File: src/rtl/sipo_frame_capture.sv
// Frame capture stage behind a SIPO shift register. It counts load strobes,
// snapshots a completed frame one edge after its final bit, and offers it on valid/ready.
`timescale 1ns/1ps

module sipo_frame_capture #(
    parameter int WIDTH = 500
) (
    input  logic                           clk,
    input  logic                           rst,
    input  logic                           load_i,
    input  logic [WIDTH-1:0]               shift_data_i,
    input  logic                           realign_i,
    output logic [WIDTH-1:0]               out_data_o,
    output logic                           out_valid_o,
    input  logic                           out_ready_i,
    output logic                           overrun_o,
    input  logic                           clear_overrun_i,
    output logic [$clog2(WIDTH+1)-1:0]     bit_count_o
);

    localparam int CW = $clog2(WIDTH + 1);
    localparam logic [CW-1:0] LAST_BIT = CW'(WIDTH - 1);

    if (WIDTH < 1) begin : g_width_check
        $fatal(1, "sipo_frame_capture: WIDTH must be at least 1");
    end

    logic [CW-1:0]    count_q, count_d;
    logic             pending_q, pending_d;
    (* shreg_extract = "no" *) logic [WIDTH-1:0] out_data_q;
    logic [WIDTH-1:0] out_data_d;
    logic             out_valid_q, out_valid_d;
    logic             overrun_q, overrun_d;
    logic             drop_s;

    // Bit counter: pending pulses for one cycle after the final bit of a frame.
    always_comb begin
        count_d   = count_q;
        pending_d = 1'b0;
        if (realign_i) begin
            count_d   = '0;
            pending_d = 1'b0;
        end else if (load_i) begin
            if (count_q == LAST_BIT) begin
                count_d   = '0;
                pending_d = 1'b1;
            end else begin
                count_d   = count_q + CW'(1);
                pending_d = 1'b0;
            end
        end else begin
            count_d   = count_q;
            pending_d = 1'b0;
        end
    end

    // Capture/handshake: an unaccepted frame is never overwritten; the new one is dropped.
    always_comb begin
        out_data_d  = out_data_q;
        out_valid_d = out_valid_q;
        drop_s      = 1'b0;
        if (pending_q) begin
            if (!out_valid_q || out_ready_i) begin
                out_data_d  = shift_data_i;
                out_valid_d = 1'b1;
            end else begin
                drop_s      = 1'b1;
            end
        end else if (out_valid_q && out_ready_i) begin
            out_valid_d = 1'b0;
        end else begin
            out_valid_d = out_valid_q;
        end
    end

    // Sticky overrun; a drop on the same edge as a clear keeps it set.
    always_comb begin
        overrun_d = overrun_q;
        if (drop_s) begin
            overrun_d = 1'b1;
        end else if (clear_overrun_i) begin
            overrun_d = 1'b0;
        end else begin
            overrun_d = overrun_q;
        end
    end

    // State registers.
    always_ff @(posedge clk or posedge rst) begin
        if (rst) begin
            count_q     <= '0;
            pending_q   <= 1'b0;
            out_data_q  <= '0;
            out_valid_q <= 1'b0;
            overrun_q   <= 1'b0;
        end else begin
            count_q     <= count_d;
            pending_q   <= pending_d;
            out_data_q  <= out_data_d;
            out_valid_q <= out_valid_d;
            overrun_q   <= overrun_d;
        end
    end

    assign out_data_o  = out_data_q;
    assign out_valid_o = out_valid_q;
    assign overrun_o   = overrun_q;
    assign bit_count_o = count_q;

endmodule

File: config.mk
export PLATFORM = sky130hd
export DESIGN_NAME = sipo_frame_capture
export DESIGN_NICKNAME = d
export VERILOG_FILES = /design/src/rtl/sipo_frame_capture.sv
export SDC_FILE = /design/constraint.sdc
export NUM_CORES = 1
export LEC_CHECK = 0
export ABC_CLOCK_PERIOD_IN_PS = 17900
export CORE_AREA = 8 8 384 386
export CTS_CLUSTER_SIZE = 12
export DETAILED_ROUTE_END_ITERATION = 8
export DIE_AREA = 0 0 392 394
export SLEW_MARGIN = 20
export SYNTH_ARGS = -nofsm -noshare
export SYNTH_HDL_FRONTEND = slang
export SYNTH_SLANG_ARGS = --single-unit
File: constraint.sdc
create_clock -name clk -period 17.9 [get_ports clk]
set_input_delay 1.79 -clock clk [delete_from_list [all_inputs] [get_ports clk]]
set_output_delay 1.79 -clock clk [all_outputs]
set_load 0.02 [all_outputs]
==> results of run 1 <==
## cells in the final DEF (no fill, tap or decap), types with 2 or more instances in the layout
cell                n
a21oi_1             3
a41o_1              2
buf_12              2
buf_4              11
bufinv_16           4
clkbuf_1           10
clkbuf_16          73
clkbuf_8           11
clkdlybuf4s50_1  1016
clkinv_2           13
clkinv_4            4
clkinv_8            2
clkinvlp_4          7
dfrtp_1           512
diode_2            21
inv_1               3
inv_6               3
mux2_2            500
nand2_1             4
nand3_1             3
nand4_1             2
nor2_1              4
nor3b_1             3
o21ai_0             3
or3_2               2
xor2_1              3
## sequential cells by signal, summed over array words and instances, names as in the netlist
register / cells
out_data_o: 500
pending_q: 1
bit_count_o: 9
out_valid_o: 1
overrun_o: 1
## final cells by class
class,count,area (um2),area share (%)
clock inverter,33,331.6,0.9795
sequential,512,12810,37.85
tap,1890,2365,6.986
multi-input combinational,546,5958,17.60
timing repair buffer,1029,10290,30.41
clock buffer,94,2016,5.955
inverter,4,22.52,0.06653
antenna,21,52.55,0.1552
## cell usage after synthesis (all sizes together)
master / number
a31oi: 1
o211ai: 1
buf: 58
inv: 4
nor3b: 3
nand2b: 1
o21ai: 3
a31o: 1
dfrtp: 512
nor4b: 1
ha: 1
nor2: 4
a41o: 2
nand3b: 1
mux2: 500
or3: 3
nor2b: 1
and3b: 1
nand3: 3
o2111ai: 1
or4: 1
a21oi: 4
nand4: 2
xor2: 3
and4: 1
o22ai: 1
o31ai: 1
nand2: 5
## logic make-up (layout without fill, tap and decap cells)
| logic type | count (synthesis) | in the layout | synth area share, % |
|---|---|---|---|
| compound gates | 15 | 15 | 0.6065 |
| xor+xnor | 3 | 3 | 0.1355 |
| fa+ha+maj | 1 | 1 | 0.06451 |
| buf+inv | 62 | 1160 | 3.252 |
| flops | 512 | 512 | 66.06 |
| mux | 500 | 500 | 29.03 |
| other cells | 0 | 21 | 0 |
| simple gates | 27 | 27 | 0.8452 |
## routing by layer
metal  global-route usage, %  wire length, um  vias to the layer above
li1                        -                -                     6107
met1                   14.46            39060                     7240
met2                   22.16            50560                      690
met3                   6.871            13130                      204
met4                   3.387             2617                        0
met5                       0                0                        -
## worst max-delay path, delay by kind of cell
family	cells	cell delay [ps]
mux	1	420
simple gates	2	740
buf+inv	4	2460
## power breakdown
part | internal (mW) | leakage (nW) | switching (mW)
registers | 1.16 | 7.16 | 0.000611
logic | 0.0988 | 6.96 | 0.0470
clock network | 0.853 | 1.14 | 0.580
total | 2.11 | 15.3 | 0.627
## worst max-delay path by stage
stage	slack, ps	cells past startpoint	to	from
4_1_cts	12660	7	out_data_o[166]$_DFFE_PP0P_	out_ready_i
2_1_floorplan	1810	1	bit_count_o[0]$_DFFE_PP0P_	rst
3_5_place_dp	11970	7	out_data_o[134]$_DFFE_PP0P_	out_ready_i
6_report	12640	7	out_data_o[166]$_DFFE_PP0P_	out_ready_i
5_1_grt	12420	7	out_data_o[166]$_DFFE_PP0P_	out_ready_i
3_3_place_gp	12010	7	out_data_o[195]$_DFFE_PP0P_	out_ready_i
==> impl_metrics.prom, run 1 <==
# TYPE chip_impl_metric gauge
chip_impl_metric{name="cts_hold_repair.buffers",unit=""} 0
chip_impl_metric{name="clk_latency",unit="ps"} 640
chip_impl_metric{name="portion_of_the_post_synthesis_area_used_by_sequential_elements",unit="%"} 66.06
chip_impl_metric{name="dr.first_iter.drc_count",unit=""} 568
chip_impl_metric{name="vias_in_the_first_global_route",unit=""} 15300
chip_impl_metric{name="die_area",unit="um2"} 154400
chip_impl_info{name="netlist_top_cells_area",value="dfrtp_1 (66%), mux2_2 (29%), buf_6 (2.9%)"} 1
chip_impl_info{name="worstPathCellList",value="clkdlybuf4s50_1 -> nand2b_1 -> nand2_4 -> buf_4 -> buf_4 -> buf_12 -> mux2_2"} 1
chip_impl_metric{name="area_growth",unit="%"} 74.54
chip_impl_metric{name="timing_worst_slew_pin_value",unit="ps"} 936.4
chip_impl_metric{name="utilization",unit="%"} 24.02
chip_impl_metric{name="finalMaxSlewViolations",unit=""} 0
chip_impl_metric{name="cts.htree.levels",unit=""} 3
chip_impl_metric{name="layout.filler_cells",unit=""} 14890
chip_impl_metric{name="worst_hold_slack",unit="ps"} 499.4
chip_impl_metric{name="yosys.area.top_type_share",unit="%"} 66.06
chip_impl_metric{name="die-width",unit="um"} 392
chip_impl_metric{name="grt_max_degree",unit=""} 153
chip_impl_metric{name="critPathRequiredTime",unit="ps"} 18410
chip_impl_metric{name="synth_cells",unit=""} 1120
chip_impl_metric{name="cts_post_setup_buffers_inserted",unit=""} 0
chip_impl_metric{name="num_vias",unit=""} 14240
chip_impl_info{name="cpMaxStageDelayCell",value="buf_4"} 1
chip_impl_metric{name="hold_viol_final",unit=""} 0
chip_impl_info{name="cell_with_the_most_instances_on_the_worst_path",value="buf_4"} 1
chip_impl_metric{name="finalWorstSetupSlack",unit="ps"} 12640
chip_impl_metric{name="fmax_achieved",unit="GHz"} 0.1901
chip_impl_metric{name="drt-vias-per-instance",unit=""} 3.449
chip_impl_metric{name="slack_of_the_worst_reg_to_reg_path",unit="ps"} 13940
chip_impl_info{name="cts_tree",value="done"} 1
chip_impl_info{name="netlist.top_cell.by_area",value="dfrtp_1"} 1
chip_impl_metric{name="critPathMaxStageDelay",unit="ps"} 780
chip_impl_info{name="grt_setup_unrepaired",value="false"} 1
chip_impl_metric{name="io_pins",unit=""} 1017
chip_impl_metric{name="min_delay_path_depth",unit=""} 1
chip_impl_metric{name="routed_antenna_nets",unit=""} 0
chip_impl_metric{name="port_buffers",unit=""} 1016
chip_impl_metric{name="timing.slew.headroom",unit="%"} 37.57
chip_impl_metric{name="netlist_area",unit="um2"} 19390
chip_impl_metric{name="finalWirelength",unit="um"} 105400
chip_impl_metric{name="timing.critical_path.arrival",unit="ps"} 5770
chip_impl_info{name="setup.worst_path.start_class",value="primary input"} 1
chip_impl_metric{name="drt_pass1_iterations",unit=""} 4
chip_impl_metric{name="design.final.nets",unit=""} 2670
chip_impl_metric{name="setup_viol",unit=""} 0
chip_impl_metric{name="fin_cells",unit=""} 4129
chip_impl_metric{name="routabilityCongestion",unit=""} 0.8579
chip_impl_metric{name="wire_per_inst",unit="um"} 25.52
chip_impl_info{name="r2r_end",value="out_data_o[166]$_DFFE_PP0P_"} 1
chip_impl_metric{name="cts.sinks",unit=""} 512
chip_impl_metric{name="worst_clock_skew",unit="ps"} 24.48
chip_impl_info{name="worst_setup_path_end_kind",value="flip-flop"} 1
chip_impl_metric{name="cts-buffers-inserted",unit=""} 70
chip_impl_info{name="status",value="complete, no violations"} 1
chip_impl_metric{name="setup_tns",unit="ps"} 0
chip_impl_metric{name="finalInstanceArea",unit="um2"} 33850
chip_impl_metric{name="total_power",unit="mW"} 2.738
chip_impl_metric{name="synthesized_area_per_cell",unit="um2"} 17.32
chip_impl_metric{name="floorplan.core_area",unit="um2"} 140900
chip_impl_metric{name="grt_pass1_wl",unit="um"} 139400
chip_impl_metric{name="min_period",unit="ps"} 5260
chip_impl_metric{name="synth.ff_latch_count",unit=""} 512
chip_impl_info{name="r2r-start",value="out_valid_o$_DFFE_PP0P_"} 1
chip_impl_metric{name="unique_cell_type_count_in_the_yosys_netlist",unit=""} 32
chip_impl_metric{name="globalRouteTotalUtil",unit="%"} 13.12
chip_impl_metric{name="detailed_place.area",unit="um2"} 31450
chip_impl_metric{name="final_min_period_over_clock_period",unit="%"} 29.39
chip_impl_metric{name="dp_hpwl",unit="um"} 86630
chip_impl_metric{name="die_y",unit="um"} 394
chip_impl_metric{name="initial_core_util",unit="%"} 13.76
chip_impl_metric{name="layout-drive-gt1-share",unit="%"} 28.81
chip_impl_metric{name="dp_cells",unit=""} 3981
chip_impl_metric{name="p_leak",unit="nW"} 15.26
chip_impl_metric{name="synth.net_count",unit=""} 1627
chip_impl_metric{name="globalRouteOverflowTotal",unit=""} 0
chip_impl_metric{name="post-place-ws",unit="ps"} 11970
chip_impl_metric{name="max_cap_violations",unit=""} 0
chip_impl_metric{name="vdd.ir_drop.worst",unit="V"} 0.00006173
chip_impl_metric{name="r2r.worst_path.cells",unit=""} 6
chip_impl_metric{name="ys_warn_count",unit=""} 0
chip_impl_metric{name="clock_path_buffers",unit=""} 3
chip_impl_metric{name="p_per_area",unit="nW/um2"} 80.89
chip_impl_info{name="crit_type",value="in -> reg"} 1
chip_impl_info{name="clock_tree.root_cell",value="clkbuf_16"} 1
chip_impl_metric{name="antenna_found_initial",unit=""} 73
chip_impl_metric{name="cts.reportedPaths.clkPinSlew",unit="ps"} 50
chip_impl_metric{name="detail_route.drc_violations",unit=""} 0
chip_impl_metric{name="cts_resized",unit=""} 0
chip_impl_metric{name="site_row_count",unit=""} 138
chip_impl_info{name="hold-path-endpoint",value="out_data_o[242]$_DFFE_PP0P_"} 1
chip_impl_info{name="min_from",value="out_data_o[242]$_DFFE_PP0P_"} 1
chip_impl_metric{name="critical_path.max_fanout",unit=""} 138
chip_impl_info{name="hold_path.class",value="reg -> reg"} 1
Note: power is estimated with default switching activity, not from simulation.
==> inputs of run 2 (changes only) <==
--- a/config.mk
+++ b/config.mk
@@ -5,7 +5,7 @@
 export SDC_FILE = /design/constraint.sdc
 export NUM_CORES = 1
 export LEC_CHECK = 0
-export ABC_CLOCK_PERIOD_IN_PS = 17900
+export ABC_CLOCK_PERIOD_IN_PS = 4900
 export CORE_AREA = 8 8 384 386
 export CTS_CLUSTER_SIZE = 12
 export DETAILED_ROUTE_END_ITERATION = 8
==> constraint.sdc (replaced) <==
create_clock -name clk -period 4.9 [get_ports clk]
set_input_delay 0.49 -clock clk [delete_from_list [all_inputs] [get_ports clk]]
set_output_delay 0.49 -clock clk [all_outputs]
set_load 0.02 [all_outputs]
==> impl_metrics.prom, run 2 (synthesized netlist as in run 1, its figures left out) <==
# TYPE chip_impl_metric gauge
chip_impl_info{name="status",value="complete, no violations"} 1
chip_impl_metric{name="floorplan.core_area",unit="um2"} 140900
chip_impl_info{name="cts_tree",value="done"} 1
chip_impl_metric{name="dr.first_iter.drc_count",unit=""} 661
chip_impl_metric{name="max_cap_violations",unit=""} 0
chip_impl_metric{name="grt_max_degree",unit=""} 118
chip_impl_info{name="mostFrequentLayoutCell",value="clkdlybuf4s50_1"} 1
chip_impl_metric{name="drt_pass1_iterations",unit=""} 4
chip_impl_info{name="hold_path.class",value="in -> async"} 1
chip_impl_info{name="path_delay_family",value="buffers and inverters"} 1
chip_impl_metric{name="cts.sinks",unit=""} 512
chip_impl_metric{name="clock_path_buffers",unit=""} 3
chip_impl_metric{name="finalMaxSlewViolations",unit=""} 0
chip_impl_metric{name="final_min_period_over_clock_period",unit="%"} 51.60
chip_impl_metric{name="wire_per_inst",unit="um"} 24.64
chip_impl_info{name="setup.worst_path.start_class",value="flip-flop"} 1
chip_impl_metric{name="vias_in_the_first_global_route",unit=""} 15000
chip_impl_metric{name="cts.htree.levels",unit=""} 3
chip_impl_metric{name="fmax_achieved",unit="GHz"} 0.3955
chip_impl_metric{name="critPathMaxStageDelay",unit="ps"} 1050
chip_impl_info{name="r2r_end",value="out_data_o[173]$_DFFE_PP0P_"} 1
chip_impl_metric{name="largest_reg_flops",unit=""} 500
chip_impl_metric{name="wl_met1",unit="um"} 39560
chip_impl_info{name="cpMaxStageDelayCell",value="clkdlybuf4s50_1"} 1
chip_impl_metric{name="area.sequential",unit="um2"} 12810
chip_impl_info{name="crit_type",value="reg -> out"} 1
chip_impl_metric{name="die-width",unit="um"} 392
chip_impl_metric{name="die_area",unit="um2"} 154400
chip_impl_metric{name="port_buffers",unit=""} 1016
chip_impl_metric{name="detail_route.drc_violations",unit=""} 0
chip_impl_metric{name="area_growth",unit="%"} 74.88
chip_impl_metric{name="r2r.worst_path.cells",unit=""} 4
chip_impl_info{name="clock_tree.root_cell",value="clkbuf_16"} 1
chip_impl_metric{name="utilization",unit="%"} 24.07
chip_impl_metric{name="cts_post_setup_buffers_inserted",unit=""} 0
chip_impl_metric{name="routabilityCongestion",unit=""} 0.8665
chip_impl_metric{name="antenna_found_initial",unit=""} 57
chip_impl_metric{name="slack_of_the_worst_reg_to_reg_path",unit="ps"} 2640
chip_impl_metric{name="timing_worst_slew_pin_value",unit="ps"} 877.1
chip_impl_metric{name="critPathRequiredTime",unit="ps"} 4410
chip_impl_metric{name="cts_resized",unit=""} 0
chip_impl_metric{name="design.final.nets",unit=""} 2681
chip_impl_metric{name="layout.filler_cells",unit=""} 14850
chip_impl_metric{name="clkPwrFrac",unit="%"} 51.6
chip_impl_metric{name="worstPathBufferInverterCount",unit=""} 1
chip_impl_metric{name="internal_power",unit="mW"} 7.629
chip_impl_metric{name="finalWirelength",unit="um"} 101600
chip_impl_metric{name="num_vias",unit=""} 14200
chip_impl_info{name="grt_setup_unrepaired",value="false"} 1
chip_impl_metric{name="clk_latency",unit="ps"} 640
chip_impl_metric{name="critical_path.max_fanout",unit=""} 2
chip_impl_metric{name="multi_input_comb_area",unit="um2"} 5958
chip_impl_metric{name="timing.slew.headroom",unit="%"} 41.35
chip_impl_metric{name="power.switching",unit="mW"} 2.254
chip_impl_metric{name="critical_path_cell_count",unit=""} 1
chip_impl_metric{name="routed_antenna_nets",unit=""} 0
chip_impl_metric{name="dr_wl_met3",unit="um"} 12660
chip_impl_metric{name="p_leak",unit="nW"} 15.32
chip_impl_metric{name="setup_viol",unit=""} 0
chip_impl_info{name="r2r-start",value="out_valid_o$_DFFE_PP0P_"} 1
chip_impl_metric{name="total_power",unit="mW"} 9.883
chip_impl_metric{name="cts_hold_repair.buffers",unit=""} 0
chip_impl_info{name="worstPathCellList",value="clkdlybuf4s50_1"} 1
chip_impl_metric{name="combinational_group_share_of_total_power",unit="%"} 5.6
chip_impl_metric{name="vdd.ir_drop.worst",unit="V"} 0.0002247
chip_impl_metric{name="die_y",unit="um"} 394
chip_impl_metric{name="p_per_area",unit="nW/um2"} 291.4
chip_impl_metric{name="globalRouteOverflowTotal",unit=""} 0
chip_impl_metric{name="p_sw_share",unit="%"} 22.81
chip_impl_metric{name="grt_pass1_wl",unit="um"} 135100
chip_impl_metric{name="cts-buffers-inserted",unit=""} 68
chip_impl_metric{name="cts.reportedPaths.clkPinSlew",unit="ps"} 60
chip_impl_metric{name="io_pins",unit=""} 1017
chip_impl_metric{name="drt-vias-per-instance",unit=""} 3.444
chip_impl_metric{name="layout-drive-gt1-share",unit="%"} 29.01
chip_impl_info{name="top_metal_layer_carrying_routed_signals",value="met4"} 1
chip_impl_metric{name="timing.critical_path.arrival",unit="ps"} 2040
chip_impl_info{name="worst_setup_path_end_kind",value="output pin"} 1
chip_impl_metric{name="min_period",unit="ps"} 2529
chip_impl_metric{name="worst_clock_skew",unit="ps"} 21.07
chip_impl_metric{name="dp_hpwl",unit="um"} 83600
chip_impl_metric{name="globalRouteTotalUtil",unit="%"} 12.61
chip_impl_metric{name="site_row_count",unit=""} 138
chip_impl_info{name="final_cell_mix",value="clkdlybuf4s50_1 (1016), dfrtp_1 (512), mux2_2 (500)"} 1
chip_impl_metric{name="initial_core_util",unit="%"} 13.76
chip_impl_metric{name="wl_met2",unit="um"} 47190
chip_impl_metric{name="hold_viol_final",unit=""} 0
chip_impl_metric{name="seqPwrFrac",unit="%"} 42.8
-- run 2: cell types whose count changed in the layout (fill, tap and decap cells not counted), moves of 2 or more --
cell        change
diode_2        -12
clkinv_2        -3
buf_12          +6
clkinvlp_4      -4
inv_16          +2
clkbuf_16       -5
buf_4           +7
-- run 2: through the flow --
step	instance area [um2]	TNS, ps	cells	hold WS [ps]	setup WS, ps
final	33920	0	4122	343.9	2371
after global routing	33900	0	4114	324.1	2224
after global placement	31620	0	3994	486.1	2030
after floorplan	19400	-1301670	1120	439.5	-2542
after CTS	33890	0	4113	299.3	2327
after detailed placement	31620	0	3994	491.3	2012
-- run 2: power by group through the flow --
stage	sequential (mW)	combinational [mW]	clock, mW
after global routing	4.23	0.598	5.45
after CTS	4.23	0.565	5.32
final	4.23	0.550	5.10
after detailed placement	4.31	0.561	0
after floorplan	4.31	0.0732	0
after global placement	4.31	0.560	0
-- run 2: worst reg2reg max path: stages (launching register included) --
cell and delay, ps:
dfrtp_1 390, nand2b_1 140, nand2_4 520, buf_12 570, mux2_2 510
-- run 2: final cells by class --
class                           instances  share of cell area (%)
Clock inverter                         30                   1.103
Sequential cell                       512                   37.78
Tap cell                             1890                   6.972
Inverter                                4                 0.05534
Timing Repair Buffer                 1042                   30.86
Clock buffer                           89                   5.604
Multi-Input combinational cell        546                   17.57
Antenna cell                            9                 0.06640
-- run 2: how the worst max path moves through the flow --
stage	start	slack, ps	to
floorplan	rst	-2540	bit_count_o[0]$_DFFE_PP0P_
global placement	out_ready_i	2030	out_data_o[173]$_DFFE_PP0P_
CTS	out_data_o[84]$_DFFE_PP0P_	2330	out_data_o[84]
global route	out_data_o[72]$_DFFE_PP0P_	2220	out_data_o[72]
finish	out_data_o[84]$_DFFE_PP0P_	2370	out_data_o[84]
detailed placement	out_ready_i	2010	out_data_o[187]$_DFFE_PP0P_
-- run 2: layer usage --
layer,vias to the layer above,track usage [%]
li1,6094,-
met1,7252,15.15
met2,682,20.45
met3,168,6.157
met4,0,2.522
met5,-,0
==> inputs of run 3 (changes only) <==
--- a/config.mk
+++ b/config.mk
@@ -5,7 +5,7 @@
 export SDC_FILE = /design/constraint.sdc
 export NUM_CORES = 1
 export LEC_CHECK = 0
-export ABC_CLOCK_PERIOD_IN_PS = 4900
+export ABC_CLOCK_PERIOD_IN_PS = 2400
 export CORE_AREA = 8 8 384 386
 export CTS_CLUSTER_SIZE = 12
 export DETAILED_ROUTE_END_ITERATION = 8
==> constraint.sdc (replaced) <==
create_clock -name clk -period 2.4 [get_ports clk]
set_input_delay 0.24 -clock clk [delete_from_list [all_inputs] [get_ports clk]]
set_output_delay 0.24 -clock clk [all_outputs]
set_load 0.02 [all_outputs]
==> impl_metrics.prom, run 3 (synthesized netlist as in run 1, its figures left out) <==
# TYPE chip_impl_metric gauge
chip_impl_info{name="status",value="complete, no violations"} 1
chip_impl_metric{name="routed_antenna_nets",unit=""} 0
chip_impl_metric{name="design.final.nets",unit=""} 2705
chip_impl_metric{name="num_vias",unit=""} 14270
chip_impl_metric{name="critPathMaxStageDelay",unit="ps"} 720
chip_impl_metric{name="grt_max_degree",unit=""} 83
chip_impl_metric{name="combinational_group_share_of_total_power",unit="%"} 5.8
chip_impl_metric{name="clock_path_buffers",unit=""} 3
chip_impl_metric{name="utilization",unit="%"} 24.24
chip_impl_metric{name="p_leak",unit="nW"} 15.44
chip_impl_metric{name="grt_pass1_wl",unit="um"} 136800
chip_impl_metric{name="floorplan.core_area",unit="um2"} 140900
chip_impl_metric{name="layout-drive-gt1-share",unit="%"} 29.20
chip_impl_info{name="cts_tree",value="done"} 1
chip_impl_metric{name="finalWirelength",unit="um"} 102300
chip_impl_metric{name="cts.htree.levels",unit=""} 3
chip_impl_info{name="path_delay_family",value="buffers and inverters"} 1
chip_impl_metric{name="dr.first_iter.drc_count",unit=""} 572
chip_impl_metric{name="timing.critical_path.arrival",unit="ps"} 1890
chip_impl_info{name="worst_setup_path_end_kind",value="output pin"} 1
chip_impl_metric{name="cts.reportedPaths.clkPinSlew",unit="ps"} 60
chip_impl_metric{name="finalInstanceArea",unit="um2"} 34150
chip_impl_metric{name="die-width",unit="um"} 392
chip_impl_metric{name="timing.slew.headroom",unit="%"} 57.87
chip_impl_info{name="cpMaxStageDelayCell",value="clkdlybuf4s50_1"} 1
chip_impl_metric{name="clk_latency",unit="ps"} 640
chip_impl_info{name="mostFrequentLayoutCell",value="clkdlybuf4s50_1"} 1
chip_impl_metric{name="vias_in_the_first_global_route",unit=""} 15290
chip_impl_metric{name="p_sw_share",unit="%"} 22.77
chip_impl_metric{name="timing_worst_slew_pin_value",unit="ps"} 629.9
chip_impl_metric{name="drt_pass1_iterations",unit=""} 4
chip_impl_info{name="grt_setup_unrepaired",value="false"} 1
chip_impl_metric{name="largest_reg_flops",unit=""} 500
chip_impl_metric{name="clkPwrFrac",unit="%"} 50.3
chip_impl_metric{name="worst_clock_skew",unit="ps"} 30.11
chip_impl_metric{name="final_min_period_over_clock_period",unit="%"} 88.67
chip_impl_info{name="r2r_end",value="out_data_o[224]$_DFFE_PP0P_"} 1
chip_impl_metric{name="port_buffers",unit=""} 1016
chip_impl_metric{name="vdd.ir_drop.worst",unit="V"} 0.0004538
chip_impl_info{name="clock_tree.root_cell",value="clkbuf_16"} 1
chip_impl_metric{name="internal_power",unit="mW"} 15.24
chip_impl_metric{name="globalRouteOverflowTotal",unit=""} 0
chip_impl_metric{name="detailed_place.area",unit="um2"} 32020
chip_impl_metric{name="site_row_count",unit=""} 138
chip_impl_metric{name="die_area",unit="um2"} 154400
chip_impl_metric{name="setup_viol",unit=""} 0
chip_impl_info{name="hold_path.class",value="in -> reg"} 1
chip_impl_metric{name="p_per_area",unit="nW/um2"} 577.8
chip_impl_metric{name="hold_viol_final",unit=""} 0
chip_impl_metric{name="cts.sinks",unit=""} 512
chip_impl_metric{name="dp_hpwl",unit="um"} 84560
chip_impl_metric{name="power.switching",unit="mW"} 4.492
chip_impl_metric{name="fmax_achieved",unit="GHz"} 0.4699
chip_impl_metric{name="area_growth",unit="%"} 76.10
chip_impl_metric{name="critPathRequiredTime",unit="ps"} 2160
chip_impl_metric{name="worstPathBufferInverterCount",unit=""} 1
chip_impl_info{name="r2r-start",value="out_valid_o$_DFFE_PP0P_"} 1
chip_impl_metric{name="max_cap_violations",unit=""} 0
chip_impl_info{name="final_cell_mix",value="clkdlybuf4s50_1 (1015), dfrtp_1 (512), mux2_2 (500)"} 1
chip_impl_metric{name="detail_route.drc_violations",unit=""} 0
chip_impl_metric{name="post-place-ws",unit="ps"} 283.7
chip_impl_metric{name="min_delay_path_depth",unit=""} 2
chip_impl_metric{name="drt-vias-per-instance",unit=""} 3.446
chip_impl_metric{name="antenna_found_initial",unit=""} 52
chip_impl_metric{name="initial_core_util",unit="%"} 13.76
chip_impl_metric{name="finalMaxSlewViolations",unit=""} 0
chip_impl_metric{name="worst_hold_slack",unit="ps"} 208.5
chip_impl_metric{name="cts-buffers-inserted",unit=""} 66
chip_impl_metric{name="seqPwrFrac",unit="%"} 43.8
chip_impl_metric{name="io_pins",unit=""} 1017
chip_impl_metric{name="globalRouteTotalUtil",unit="%"} 12.77
chip_impl_metric{name="wire_per_inst",unit="um"} 24.70
chip_impl_metric{name="min_period",unit="ps"} 2128
chip_impl_metric{name="die_y",unit="um"} 394
chip_impl_metric{name="critical_path.max_fanout",unit=""} 9
chip_impl_metric{name="cts_post_setup_buffers_inserted",unit=""} 0
chip_impl_info{name="crit_type",value="reg -> out"} 1
chip_impl_info{name="setup.worst_path.start_class",value="flip-flop"} 1
chip_impl_info{name="min_from",value="shift_data_i[146]"} 1
chip_impl_info{name="worstPathCellList",value="clkdlybuf4s50_1"} 1
chip_impl_metric{name="r2r.worst_path.cells",unit=""} 5
chip_impl_metric{name="finalWorstSetupSlack",unit="ps"} 272.0
chip_impl_metric{name="routabilityCongestion",unit=""} 0.8452
chip_impl_info{name="hold-path-endpoint",value="out_data_o[146]$_DFFE_PP0P_"} 1
chip_impl_metric{name="slack_of_the_worst_reg_to_reg_path",unit="ps"} 660
==> run 3: changes by cell type in the layout (fill, tap and decap cells not counted), moves of 2 or more <==
| cell | delta |
|---|---|
| clkinvlp_4 | -2 |
| clkbuf_1 | +8 |
| buf_4 | +9 |
| clkbuf_8 | -4 |
| buf_12 | +17 |
| clkinv_2 | -5 |
==> run 3: what timing repair did <==
action	in CTS	in global routing
gates resized for setup	0	0
endpoints found under the setup margin	0	0
hold buffers	1	0
hold endpoints to repair	12	0
==> run 3: how the worst max path moves through the flow <==
stage | endpoint | cells after the start | slack [ps] | startpoint
4_1_cts | bit_count_o[2] | 1 | 160 | bit_count_o[2]$_DFFE_PP0P_
5_1_grt | bit_count_o[2] | 1 | 160 | bit_count_o[2]$_DFFE_PP0P_
3_5_place_dp | out_data_o[134]$_DFFE_PP0P_ | 6 | 280 | out_ready_i
2_1_floorplan | bit_count_o[0]$_DFFE_PP0P_ | 1 | -4790 | rst
3_3_place_gp | out_data_o[209]$_DFFE_PP0P_ | 6 | 310 | out_ready_i
6_report | bit_count_o[2] | 1 | 270 | bit_count_o[2]$_DFFE_PP0P_
==> run 3: power groups by stage <==
stage	combinational (mW)	sequential [mW]	clock, mW
after global placement	1.17	8.80	0
after floorplan	0.150	8.81	0
after detailed placement	1.17	8.80	0
after global routing	1.25	8.64	10.7
after CTS	1.18	8.64	10.4
final	1.15	8.64	9.93
==> run 3: per-stage QoR <==
| stage | TNS, ps | power (mW) | instances |
|---|---|---|---|
| 3_3_place_gp | 0 | 9.963 | 4019 |
| 4_1_cts | 0 | 20.22 | 4130 |
| 3_5_place_dp | 0 | 9.968 | 4019 |
| 6_report | 0 | 19.73 | 4140 |
| 5_1_grt | 0 | 20.57 | 4132 |
| 2_1_floorplan | -2453670 | 8.959 | 1120 |
==> run 3: area by class of cell <==
type	count	area, um2
tap	1890	2365
inverter	4	18.77
fill	14840	106700
antenna	10	25.02
multi-input combinational	546	5958
clock inverter	18	250.2
sequential	512	12810
timing repair buffer	1068	10870
clock buffer	92	1851
==> run 3: worst register-to-register path, delay by kind of cell (launching register included) <==
family / cells / cell delay, ps
muxes: 1 / 370
and+or+nand+nor: 2 / 370
buffers and inverters: 2 / 510
DFF: 1 / 400
==> run 3: routing by layer <==
layer | up-vias | part of all wire (%) | global-route usage [%]
met5 | - | 0 | 0
met1 | 7300 | 39 | 15.04
met2 | 671 | 46 | 20.46
met3 | 155 | 13 | 6.577
li1 | 6142 | - | -
met4 | 0 | 2.2 | 3.322
